**config.mk**
```make
export PLATFORM = sky130hd
export DESIGN_NAME = eye_core_mc
export DESIGN_NICKNAME = d
export VERILOG_FILES = /design/src/rtl/eye_core_mc.sv
export SDC_FILE = /design/constraint.sdc
export NUM_CORES = 1
export LEC_CHECK = 0
export BUFFER_PORTS_ARGS = -buffer_cell sky130_fd_sc_hd__buf_4
export CAP_MARGIN = 20
export CORE_MARGIN = 4
export CORE_UTILIZATION = 45
export DETAILED_ROUTE_END_ITERATION = 7
export PLACE_DENSITY = 0.57
export SYNTH_ARGS = -nofsm -noshare
export SYNTH_HDL_FRONTEND = slang
export SYNTH_SLANG_ARGS = --single-unit
```
**constraint.sdc**
```tcl
create_clock -name clk -period 13.5 [get_ports clk]
set_clock_uncertainty 0.2 [all_clocks]
set_input_delay 1.35 -clock clk [delete_from_list [all_inputs] [get_ports clk]]
set_output_delay 1.35 -clock clk [all_outputs]
set_load 0.02 [all_outputs]
```
**src/rtl/eye_core_mc.sv**
```systemverilog
// eye_core_mc: multi-cycle core with a FETCH/WAIT/EXEC/HALT sequencer, handshake
// instruction fetch and a parametrised register file. Defining EYE_CARRY_EN adds a
// carry flag, carry updates on ADD/ADDI/SUB, and the ADC/SBC opcodes.
module eye_core_mc #(
    parameter int unsigned DATA_W = 16,
    parameter int unsigned REG_N  = 32,
    parameter int unsigned PC_W   = 16
) (
    input  logic                     clk,
    input  logic                     rst_n,
    output logic                     imem_req,
    output logic [PC_W-1:0]          imem_addr,
    input  logic                     imem_valid,
    input  logic [31:0]              imem_rdata,
    output logic [PC_W-1:0]          pc_out,
    output logic                     halted,
    output logic                     illegal,
    output logic                     dbg_we,
    output logic [$clog2(REG_N)-1:0] dbg_waddr,
    output logic [DATA_W-1:0]        dbg_wdata
);
    localparam int unsigned AW = $clog2(REG_N);

    localparam logic [5:0] OpNop  = 6'd0;
    localparam logic [5:0] OpAdd  = 6'd1;
    localparam logic [5:0] OpSub  = 6'd2;
    localparam logic [5:0] OpAnd  = 6'd3;
    localparam logic [5:0] OpOr   = 6'd4;
    localparam logic [5:0] OpXor  = 6'd5;
    localparam logic [5:0] OpAddi = 6'd6;
    localparam logic [5:0] OpLdi  = 6'd7;
    localparam logic [5:0] OpJmp  = 6'd8;
    localparam logic [5:0] OpBnz  = 6'd9;
`ifdef EYE_CARRY_EN
    localparam logic [5:0] OpAdc  = 6'd10;
    localparam logic [5:0] OpSbc  = 6'd11;
`endif
    localparam logic [5:0] OpHlt  = 6'd63;

    typedef enum logic [1:0] {StFetch, StWait, StExec, StHalt} state_e;

    state_e            state_q, state_d;
    logic [PC_W-1:0]   pc_q, pc_d;
    logic [31:0]       ir_q, ir_d;
    logic [DATA_W-1:0] regs_q [REG_N];

    logic [5:0]        opcode;
    logic [AW-1:0]     rd, rs1, rs2;
    logic [31:0]       imm_ext;
    logic [DATA_W-1:0] imm, op_a, op_b, wr_val;
    logic [DATA_W:0]   add_full, sub_full, addi_full;
    logic              wr_en, illegal_c;

    assign opcode  = ir_q[5:0];
    assign rd      = ir_q[6 +: AW];
    assign rs1     = ir_q[11 +: AW];
    assign rs2     = ir_q[16 +: AW];
    assign imm_ext = {16'b0, ir_q[31:16]};
    assign imm     = imm_ext[DATA_W-1:0];

    // r0 is hardwired to zero on the read side as well.
    assign op_a = (rs1 == '0) ? '0 : regs_q[rs1];
    assign op_b = (rs2 == '0) ? '0 : regs_q[rs2];

    // One extra bit on each sum keeps the carry / borrow out.
    assign add_full  = {1'b0, op_a} + {1'b0, op_b};
    assign sub_full  = {1'b0, op_a} - {1'b0, op_b};
    assign addi_full = {1'b0, op_a} + {1'b0, imm};

`ifdef EYE_CARRY_EN
    logic            carry_q, carry_d;
    logic [DATA_W:0] adc_full, sbc_full;
    assign adc_full = add_full + {{DATA_W{1'b0}}, carry_q};
    assign sbc_full = sub_full - {{DATA_W{1'b0}}, ~carry_q};
    logic unused_bits;
    assign unused_bits = ^{ir_q, imm_ext};
`else
    logic unused_bits;
    assign unused_bits = ^{ir_q, imm_ext, add_full[DATA_W], sub_full[DATA_W],
                           addi_full[DATA_W]};
`endif

    // Sequencer next state, execute datapath and PC update.
    always_comb begin
        state_d   = state_q;
        pc_d      = pc_q;
        ir_d      = ir_q;
`ifdef EYE_CARRY_EN
        carry_d   = carry_q;
`endif
        wr_en     = 1'b0;
        wr_val    = '0;
        illegal_c = 1'b0;
        case (state_q)
            StFetch: state_d = StWait;
            StWait: begin
                if (imem_valid) begin
                    ir_d    = imem_rdata;
                    state_d = StExec;
                end
            end
            StExec: begin
                state_d = StFetch;
                pc_d    = pc_q + PC_W'(1);
                case (opcode)
                    OpNop: begin end
                    OpAdd: begin
                        wr_en  = 1'b1;
                        wr_val = add_full[DATA_W-1:0];
`ifdef EYE_CARRY_EN
                        carry_d = add_full[DATA_W];
`endif
                    end
                    OpSub: begin
                        wr_en  = 1'b1;
                        wr_val = sub_full[DATA_W-1:0];
`ifdef EYE_CARRY_EN
                        carry_d = ~sub_full[DATA_W];
`endif
                    end
                    OpAnd: begin wr_en = 1'b1; wr_val = op_a & op_b; end
                    OpOr:  begin wr_en = 1'b1; wr_val = op_a | op_b; end
                    OpXor: begin wr_en = 1'b1; wr_val = op_a ^ op_b; end
                    OpAddi: begin
                        wr_en  = 1'b1;
                        wr_val = addi_full[DATA_W-1:0];
`ifdef EYE_CARRY_EN
                        carry_d = addi_full[DATA_W];
`endif
                    end
                    OpLdi: begin wr_en = 1'b1; wr_val = imm; end
                    OpJmp: pc_d = ir_q[16 +: PC_W];
                    OpBnz: begin
                        if (op_a != '0) pc_d = ir_q[16 +: PC_W];
                    end
`ifdef EYE_CARRY_EN
                    OpAdc: begin
                        wr_en   = 1'b1;
                        wr_val  = adc_full[DATA_W-1:0];
                        carry_d = adc_full[DATA_W];
                    end
                    OpSbc: begin
                        wr_en   = 1'b1;
                        wr_val  = sbc_full[DATA_W-1:0];
                        carry_d = ~sbc_full[DATA_W];
                    end
`endif
                    // HALT keeps the PC on the HLT instruction.
                    OpHlt: begin
                        state_d = StHalt;
                        pc_d    = pc_q;
                    end
                    default: illegal_c = 1'b1;
                endcase
            end
            StHalt:  state_d = StHalt;
            default: state_d = StFetch;
        endcase
    end

    // Outputs stay quiet while reset is held, whatever the stale state says.
    assign imem_req  = rst_n && (state_q == StFetch);
    assign imem_addr = rst_n ? pc_q : '0;
    assign pc_out    = rst_n ? pc_q : '0;
    assign halted    = rst_n && (state_q == StHalt);
    assign illegal   = rst_n && illegal_c;
    assign dbg_we    = rst_n && wr_en && (rd != '0);
    assign dbg_waddr = dbg_we ? rd : '0;
    assign dbg_wdata = dbg_we ? wr_val : '0;

    // Sequencer, PC, IR and carry registers.
    always_ff @(posedge clk) begin
        if (!rst_n) begin
            state_q <= StFetch;
            pc_q    <= '0;
            ir_q    <= '0;
`ifdef EYE_CARRY_EN
            carry_q <= 1'b0;
`endif
        end else begin
            state_q <= state_d;
            pc_q    <= pc_d;
            ir_q    <= ir_d;
`ifdef EYE_CARRY_EN
            carry_q <= carry_d;
`endif
        end
    end

    // Register file write port; dbg_we already excludes r0.
    always_ff @(posedge clk) begin
        if (!rst_n) begin
            for (int unsigned i = 0; i < REG_N; i++) regs_q[i] <= '0;
        end else if (dbg_we) begin
            regs_q[rd] <= wr_val;
        end
    end
endmodule

```
==> results.sh, run 1 <==
export IMPL_status="finished, final reports clean"
export IMPL_synth_mux_area_share_pct=22.9
export IMPL_synth_warnings=0
export IMPL_syn2layout_area_growth_pct=11.8
export IMPL_antenna_found_initial=2
export IMPL_worst_path_max_fanout=37
export IMPL_drc=0
export IMPL_core_um2=68700
export IMPL_detail_route_antenna_nets=0
export IMPL_vias_per_cell=6.33
export IMPL_antenna_cells=0
export IMPL_numCtsBuffers=66
export IMPL_yosys_area_share_adder_pct=2.03
export IMPL_rr_worst_depth=20
export IMPL_synth_largest_area_cell="edfxtp_1"
export IMPL_yosysTopAreaCellShare_pct=49.3
export IMPL_min_path_type="reg -> reg"
export IMPL_r2r_end="regs_q[29][12]"
export IMPL_synth_async_reset_ratio_pct=0
export IMPL_power_leakage_nw=11.5
export IMPL_dr_pass1_iters=5
export IMPL_stdcell_area_um2=34900
export IMPL_synth_compound_area_share_pct=4.89
export IMPL_gp_congestion=0.949
export IMPL_synth_top_family_by_area="multiplexers"
export IMPL_worst_pin_slew_ps=1220
export IMPL_ys_types=72
export IMPL_setup_viol=0
export IMPL_cts_tree="built"
export IMPL_grt_usage_pct=29.0
export IMPL_rsz0062_at_grt="false"
export IMPL_synth_simple_area_share_pct=12.5
export IMPL_hold_violations=0
export IMPL_grt_max_degree=129
export IMPL_synth_edf_count=512
export IMPL_ys_seq_elements=572
export IMPL_drv_slew=0
export IMPL_root_buffer="clkbuf_16"
export IMPL_post_route_period_util_pct=71.9
export IMPL_fin_crit_ps=9700
export IMPL_fin_nets=2508
export IMPL_required_ps=11950
export IMPL_cts_buffer_depth=3
export IMPL_power_w=0.00435
export IMPL_hpwl_um=69000
export IMPL_fmax_ghz=0.103
export IMPL_setup_tns_ps=0
export IMPL_cp_arrival_ps=8150
export IMPL_slew_headroom_pct=18.8
export IMPL_min_from="ir_q[15]"
export IMPL_routed_wl_um=108000
export IMPL_row_count=96
export IMPL_syn_inst=2401
export IMPL_cts_hold_fix_buffers=0
export IMPL_synthXorXnorAreaFrac_pct=0.561
export IMPL_synth_flop_cell="edfxtp_1"
export IMPL_maxCapViolations=0
export IMPL_htree_num_levels=3
export IMPL_vias=21500
export IMPL_worstSetupEndpointType="primary output"
export IMPL_min_delay_path_depth=2
export IMPL_cts_sinks=572
export IMPL_syn_avg_cell_area_um2=13.0
export IMPL_postCtsSetupBuffers=0
export IMPL_grt_pass1_wl_um=154000
export IMPL_die_y_um=271
export IMPL_dieArea_um2=73600
export IMPL_port_buffers=91
export IMPL_ys_seq_area_share_pct=53.1
export IMPL_insertion_delay_ps=620
export IMPL_cts_resized=0
export IMPL_grt_pass1_vias=21100
export IMPL_irDropWorstVdd_mv=0.0937
export IMPL_power_density_nw_per_um2=125
export IMPL_num_io_pins=92
export IMPL_dpl_cell_area_um2=32800
export IMPL_wl_per_cell_um=31.6
export IMPL_gr_total_overflow=0
export IMPL_synth_area_leaders="edfxtp_1 49%, mux4_2 22%, nor2_1 6.6%, dfxtp_1 3.8%, nand2_1 2.2%"
export IMPL_drtIter0Drc=2820
export IMPL_syn_area_um2=31200
export IMPL_path_class="reg -> out"
export IMPL_reg2reg_slack_ps=5180
export IMPL_clkTransAtPathRegs_ps=60
export IMPL_initial_utilization_pct=45.4
export IMPL_cp_start_kind="flip-flop"
export IMPL_chipWidth_um=271
export IMPL_drive_above_1_share_pct=25.1
final cells by class:
type / instances / area (um^2)
Multi-Input combinational cell: 1574 / 13500
Clock buffer: 92 / 1850
Sequential cell: 572 / 16600
Clock inverter: 23 / 166
Tap cell: 931 / 1160
Inverter: 43 / 161
Timing Repair Buffer: 166 / 1410
Fill cell: 5972 / 33800
state kept, by name (all words and copies together) (netlist names), named ones only:
register  cells
pc_q         16
state_q       2
ir_q         32
regs_q      512
how the worst max path moves through the flow:
stage	end	slack (ps)
final	dbg_wdata[15]	3800
after global routing	dbg_wdata[15]	3100
after CTS	dbg_wdata[15]	3760
after detailed placement	dbg_wdata[12]	4410
after global placement	dbg_wdata[15]	4430
after floorplan	dbg_wdata[10]	6630
routing by layer:
metal | vias up | track usage (%) | share of wire [%]
met5 | - | 0 | 0.012
met2 | 1263 | 45.7 | 47
met1 | 11000 | 39.6 | 39
li1 | 9030 | - | -
met4 | 2 | 11.8 | 4.8
met3 | 238 | 6.12 | 9.6
kinds of logic (layout without fill, tap and decap cells):
kind of cell	after synthesis	after routing
DFF	572	572
muxes	338	338
adders and majority gates	50	50
AOI/OAI and AO/OA	240	240
buffers and inverters	270	324
and+or+nand+nor	910	910
xor gates and xnor gates	20	20
other	1	16
synth_stat cells (5+ instances only):
library cell,count
a221oi_1,16
edfxtp_1,512
buf_6,8
nand2b_1,13
or3b_1,5
a21oi_1,90
nor3_1,13
o21bai_1,6
a22oi_1,22
ha_1,49
a211oi_1,6
clkbuf_1,158
nor2_1,547
mux2i_1,34
buf_1,23
buf_4,20
buf_2,13
a31oi_1,5
nor2b_1,10
nor2_2,31
nor4_1,5
and2_1,26
dfxtp_1,60
nand2_1,182
a21o_1,9
or3_1,7
and3_1,20
inv_1,39
xnor2_1,16
nand3_1,21
o21ai_0,46
o22ai_1,7
or3b_2,8
nor3b_1,6
o221ai_1,8
mux4_2,301
where the power goes:
part / internal, W / switching (W) / total, W
Clock: 0.000978 / 0.000745 / 0.00172
Combinational: 0.000231 / 0.000363 / 0.000593
Sequential: 0.00199 / 0.0000480 / 0.00203
Total: 0.00320 / 0.00116 / 0.00435
worst max-delay path, stage by stage (launching register included):
cell and delay [ps]:
dfxtp_4 880, buf_4 610, buf_4 740, mux4_2 350
mux4_2 240, nor2_1 50, a2111oi_2 860, inv_1 160
and3_1 230, xnor2_1 160, o221ai_1 150, ha_1 360
a21oi_1 220, o21ai_0 180, o41ai_1 610, o21ai_0 310
xnor2_1 220, a221oi_4 260, buf_4 490, nor2_2 100
buf_4 180
placed cells by master, fill, tap and decap left out, drive strengths merged, types with 4 or more instances in the layout:
| cell | synthesis | layout |
|---|---|---|
| nor2 | 578 | 578 |
| edfxtp | 512 | 512 |
| mux4 | 301 | 301 |
| nand2 | 182 | 182 |
| buf | 69 | 166 |
| clkbuf | 158 | 92 |
| a21oi | 90 | 90 |
| dfxtp | 60 | 60 |
| ha | 49 | 49 |
| o21ai | 48 | 48 |
| inv | 42 | 47 |
| mux2i | 34 | 34 |
| and2 | 26 | 26 |
| a22oi | 23 | 23 |
| nand3 | 21 | 21 |
| and3 | 20 | 20 |
| clkinv | 1 | 18 |
| a221oi | 17 | 17 |
| xnor2 | 16 | 16 |
| conb | 1 | 16 |
| nand2b | 13 | 13 |
| nor3 | 13 | 13 |
| or3b | 13 | 13 |
| nor2b | 10 | 10 |
| a21o | 9 | 9 |
| o221ai | 8 | 8 |
| or3 | 7 | 7 |
| o22ai | 7 | 7 |
| a211oi | 6 | 6 |
| o21bai | 6 | 6 |
| nor3b | 6 | 6 |
| nor4 | 6 | 6 |
| a31oi | 5 | 5 |
| or2 | 4 | 4 |
| nand4 | 4 | 4 |
| xor2 | 4 | 4 |
metrics by stage:
| step | worst slack, ps | hold WS, ps | util, % | std cells |
|---|---|---|---|---|
| 6_report | 3800 | 278 | 50.8 | 3401 |
| 5_1_grt | 3100 | 318 | 50.8 | 3401 |
| 4_1_cts | 3760 | 283 | 50.7 | 3399 |
| 3_5_place_dp | 4410 | 270 | 47.8 | 3284 |
| 3_3_place_gp | 4430 | 267 | 47.5 | 3277 |
| 2_1_floorplan | 6630 | 245 | - | 2416 |
Power figures use the tool's default switching activity.
==> run 2: changes to the inputs <==
clock period = 9.7 ns   (was 13.5 ns; I/O delays follow)
==> run 2 against run 1 <==
Compared with the run above: total power is 39% higher; non-clock buffer count is 5 higher; hold slack worse by 11 ps; final cell count is 0.26% higher; global-route usage is 0.57 points lower; sequential share of layout area is 0.087 points higher; count of clock-buffer cells in the layout is 7 lower.
==> results.sh, run 2 (synthesis gave the netlist of run 1 again) <==
export IMPL_status="finished, final reports clean"
export IMPL_power_leakage_nw=11.4
export IMPL_most_common_layout_cells="545 x nor2_1, 512 x edfxtp_1, 301 x mux4_2"
export IMPL_drv_slew=0
export IMPL_antenna_found_initial=7
export IMPL_grt_pass1_vias=21300
export IMPL_place_inst=3291
export IMPL_regMostFlops="regs_q"
export IMPL_gr_total_overflow=0
export IMPL_fillCellCount=6005
export IMPL_die_y_um=271
export IMPL_numCtsBuffers=67
export IMPL_post_route_period_util_pct=86.7
export IMPL_clkTransAtPathRegs_ps=60
export IMPL_grt_usage_pct=28.4
export IMPL_row_count=96
export IMPL_drc=0
export IMPL_routed_wl_um=105000
export IMPL_rr_worst_depth=21
export IMPL_cp_slowest_cell="dfxtp_4"
export IMPL_fin_nets=2514
export IMPL_slew_headroom_pct=22.3
export IMPL_wl_per_cell_um=30.9
export IMPL_chipWidth_um=271
export IMPL_fmax_ghz=0.119
export IMPL_maxCapViolations=0
export IMPL_gp_congestion=0.949
export IMPL_port_buffers=91
export IMPL_insertion_delay_ps=620
export IMPL_dieArea_um2=73600
export IMPL_hold_violations=0
export IMPL_cts_tree="built"
export IMPL_root_buffer="clkbuf_16"
export IMPL_setup_tns_ps=0
export IMPL_required_ps=8530
export IMPL_setup_viol=0
export IMPL_vias_per_cell=6.30
export IMPL_postCtsSetupBuffers=0
export IMPL_cp_start_kind="flip-flop"
export IMPL_min_path_type="reg -> reg"
export IMPL_detail_route_antenna_nets=0
export IMPL_path_class="reg -> out"
export IMPL_largest_register_ffs=512
export IMPL_worst_pin_slew_ps=1170
export IMPL_final_cells=3410
export IMPL_cts_resized=0
export IMPL_min_delay_path_depth=2
export IMPL_cts_hold_fix_buffers=0
export IMPL_core_um2=68700
export IMPL_grt_max_degree=66
export IMPL_power_density_nw_per_um2=174
export IMPL_drive_above_1_share_pct=25.7
export IMPL_cpPeakStageDelay_ps=900
export IMPL_cts_sinks=572
export IMPL_reg_top3="regs_q x512, ir_q x32, pc_q x16"
export IMPL_grt_pass1_wl_um=152000
export IMPL_initial_utilization_pct=45.4
export IMPL_layout_commonest_cell="nor2_1"
export IMPL_cts_buffer_depth=3
export IMPL_syn2layout_area_growth_pct=11.6
export IMPL_drtIter0Drc=2929
export IMPL_crit_chain="buf_4 > mux4_2 > a22oi_1 > nand2_1 > a22oi_1 > inv_1 > nand2_1 > o21ai_0 > ha_1 > fa_1 > a21o_1 > a21oi_1 > o21bai_1 > a21oi_1 > o21bai_1 > a21oi_1 > o21bai_1 > a2111oi_0 > o31ai_1 > a31oi_1 > nor2_1 > buf_4"
export IMPL_dr_pass1_iters=5
export IMPL_rsz0062_at_grt="false"
export IMPL_fin_crit_ps=8410
export IMPL_worstSetupEndpointType="primary output"
export IMPL_num_io_pins=92
export IMPL_worst_path_max_fanout=39
export IMPL_htree_num_levels=3
export IMPL_hpwl_um=69900
export IMPL_vias=21500
export IMPL_cp_arrival_ps=7240
export IMPL_irDropWorstVdd_mv=0.117
==> run 2: stage by stage <==
stage | hold slack, ps | total power, W | util (%) | area [um^2] | setup slack [ps]
after floorplan | 245 | 0.00339 | - | 31300 | 3210
after global placement | 251 | 0.00368 | 47.7 | 32800 | 2040
after detailed placement | 253 | 0.00369 | 47.7 | 32800 | 2000
after CTS | 265 | 0.00608 | 50.7 | 34800 | 1310
after global routing | 286 | 0.00625 | 50.7 | 34800 | 845
final | 267 | 0.00607 | 50.7 | 34800 | 1290
==> run 2: area by class of cell <==
class                   instances  area [um^2]  share of cell area (%)
flip-flops and latches        572        16600                    47.7
multi-input cells            1574        13500                    38.8
well taps                     931         1160                    3.35
clock buffers                  85         1800                    5.17
diodes                          1         2.50                 0.00719
inverters                      43          161                   0.464
clock inverters                33          249                   0.715
repair buffers                171         1320                    3.80
==> run 2: worst max-delay path: cells and delay by family (launching register included) <==
| family | cells | cell delay, ps |
|---|---|---|
| compound gates | 13 | 3260 |
| fa+ha+maj | 2 | 720 |
| buf+inv | 3 | 800 |
| flops | 1 | 900 |
| mux | 1 | 550 |
| simple gates | 3 | 320 |
==> run 2: routing by layer <==
layer	up-vias	part of all wire, %	wire [um]	track usage, %
met5	-	0	0	0
met4	0	4.1	4280	10.9
met3	165	10	11000	6.69
met2	1207	47	49200	44.6
met1	11100	39	40800	38.8
li1	9045	-	-	-
==> run 2: final timing paths <==
path	endpoint	start	slack, ps
worst min-delay path	flip-flop	ir_q[12]	270
worst min register to register	flip-flop	ir_q[12]	270
worst max register to register	regs_q[8][15]	flip-flop	2390
worst max-delay path	dbg_wdata[12]	flip-flop	1290
==> run 2: where the power goes <==
group	switching (W)	internal [W]
Sequential	0.0000765	0.00277
Clock	0.00104	0.00137
Combinational	0.000492	0.000318
Total	0.00161	0.00446
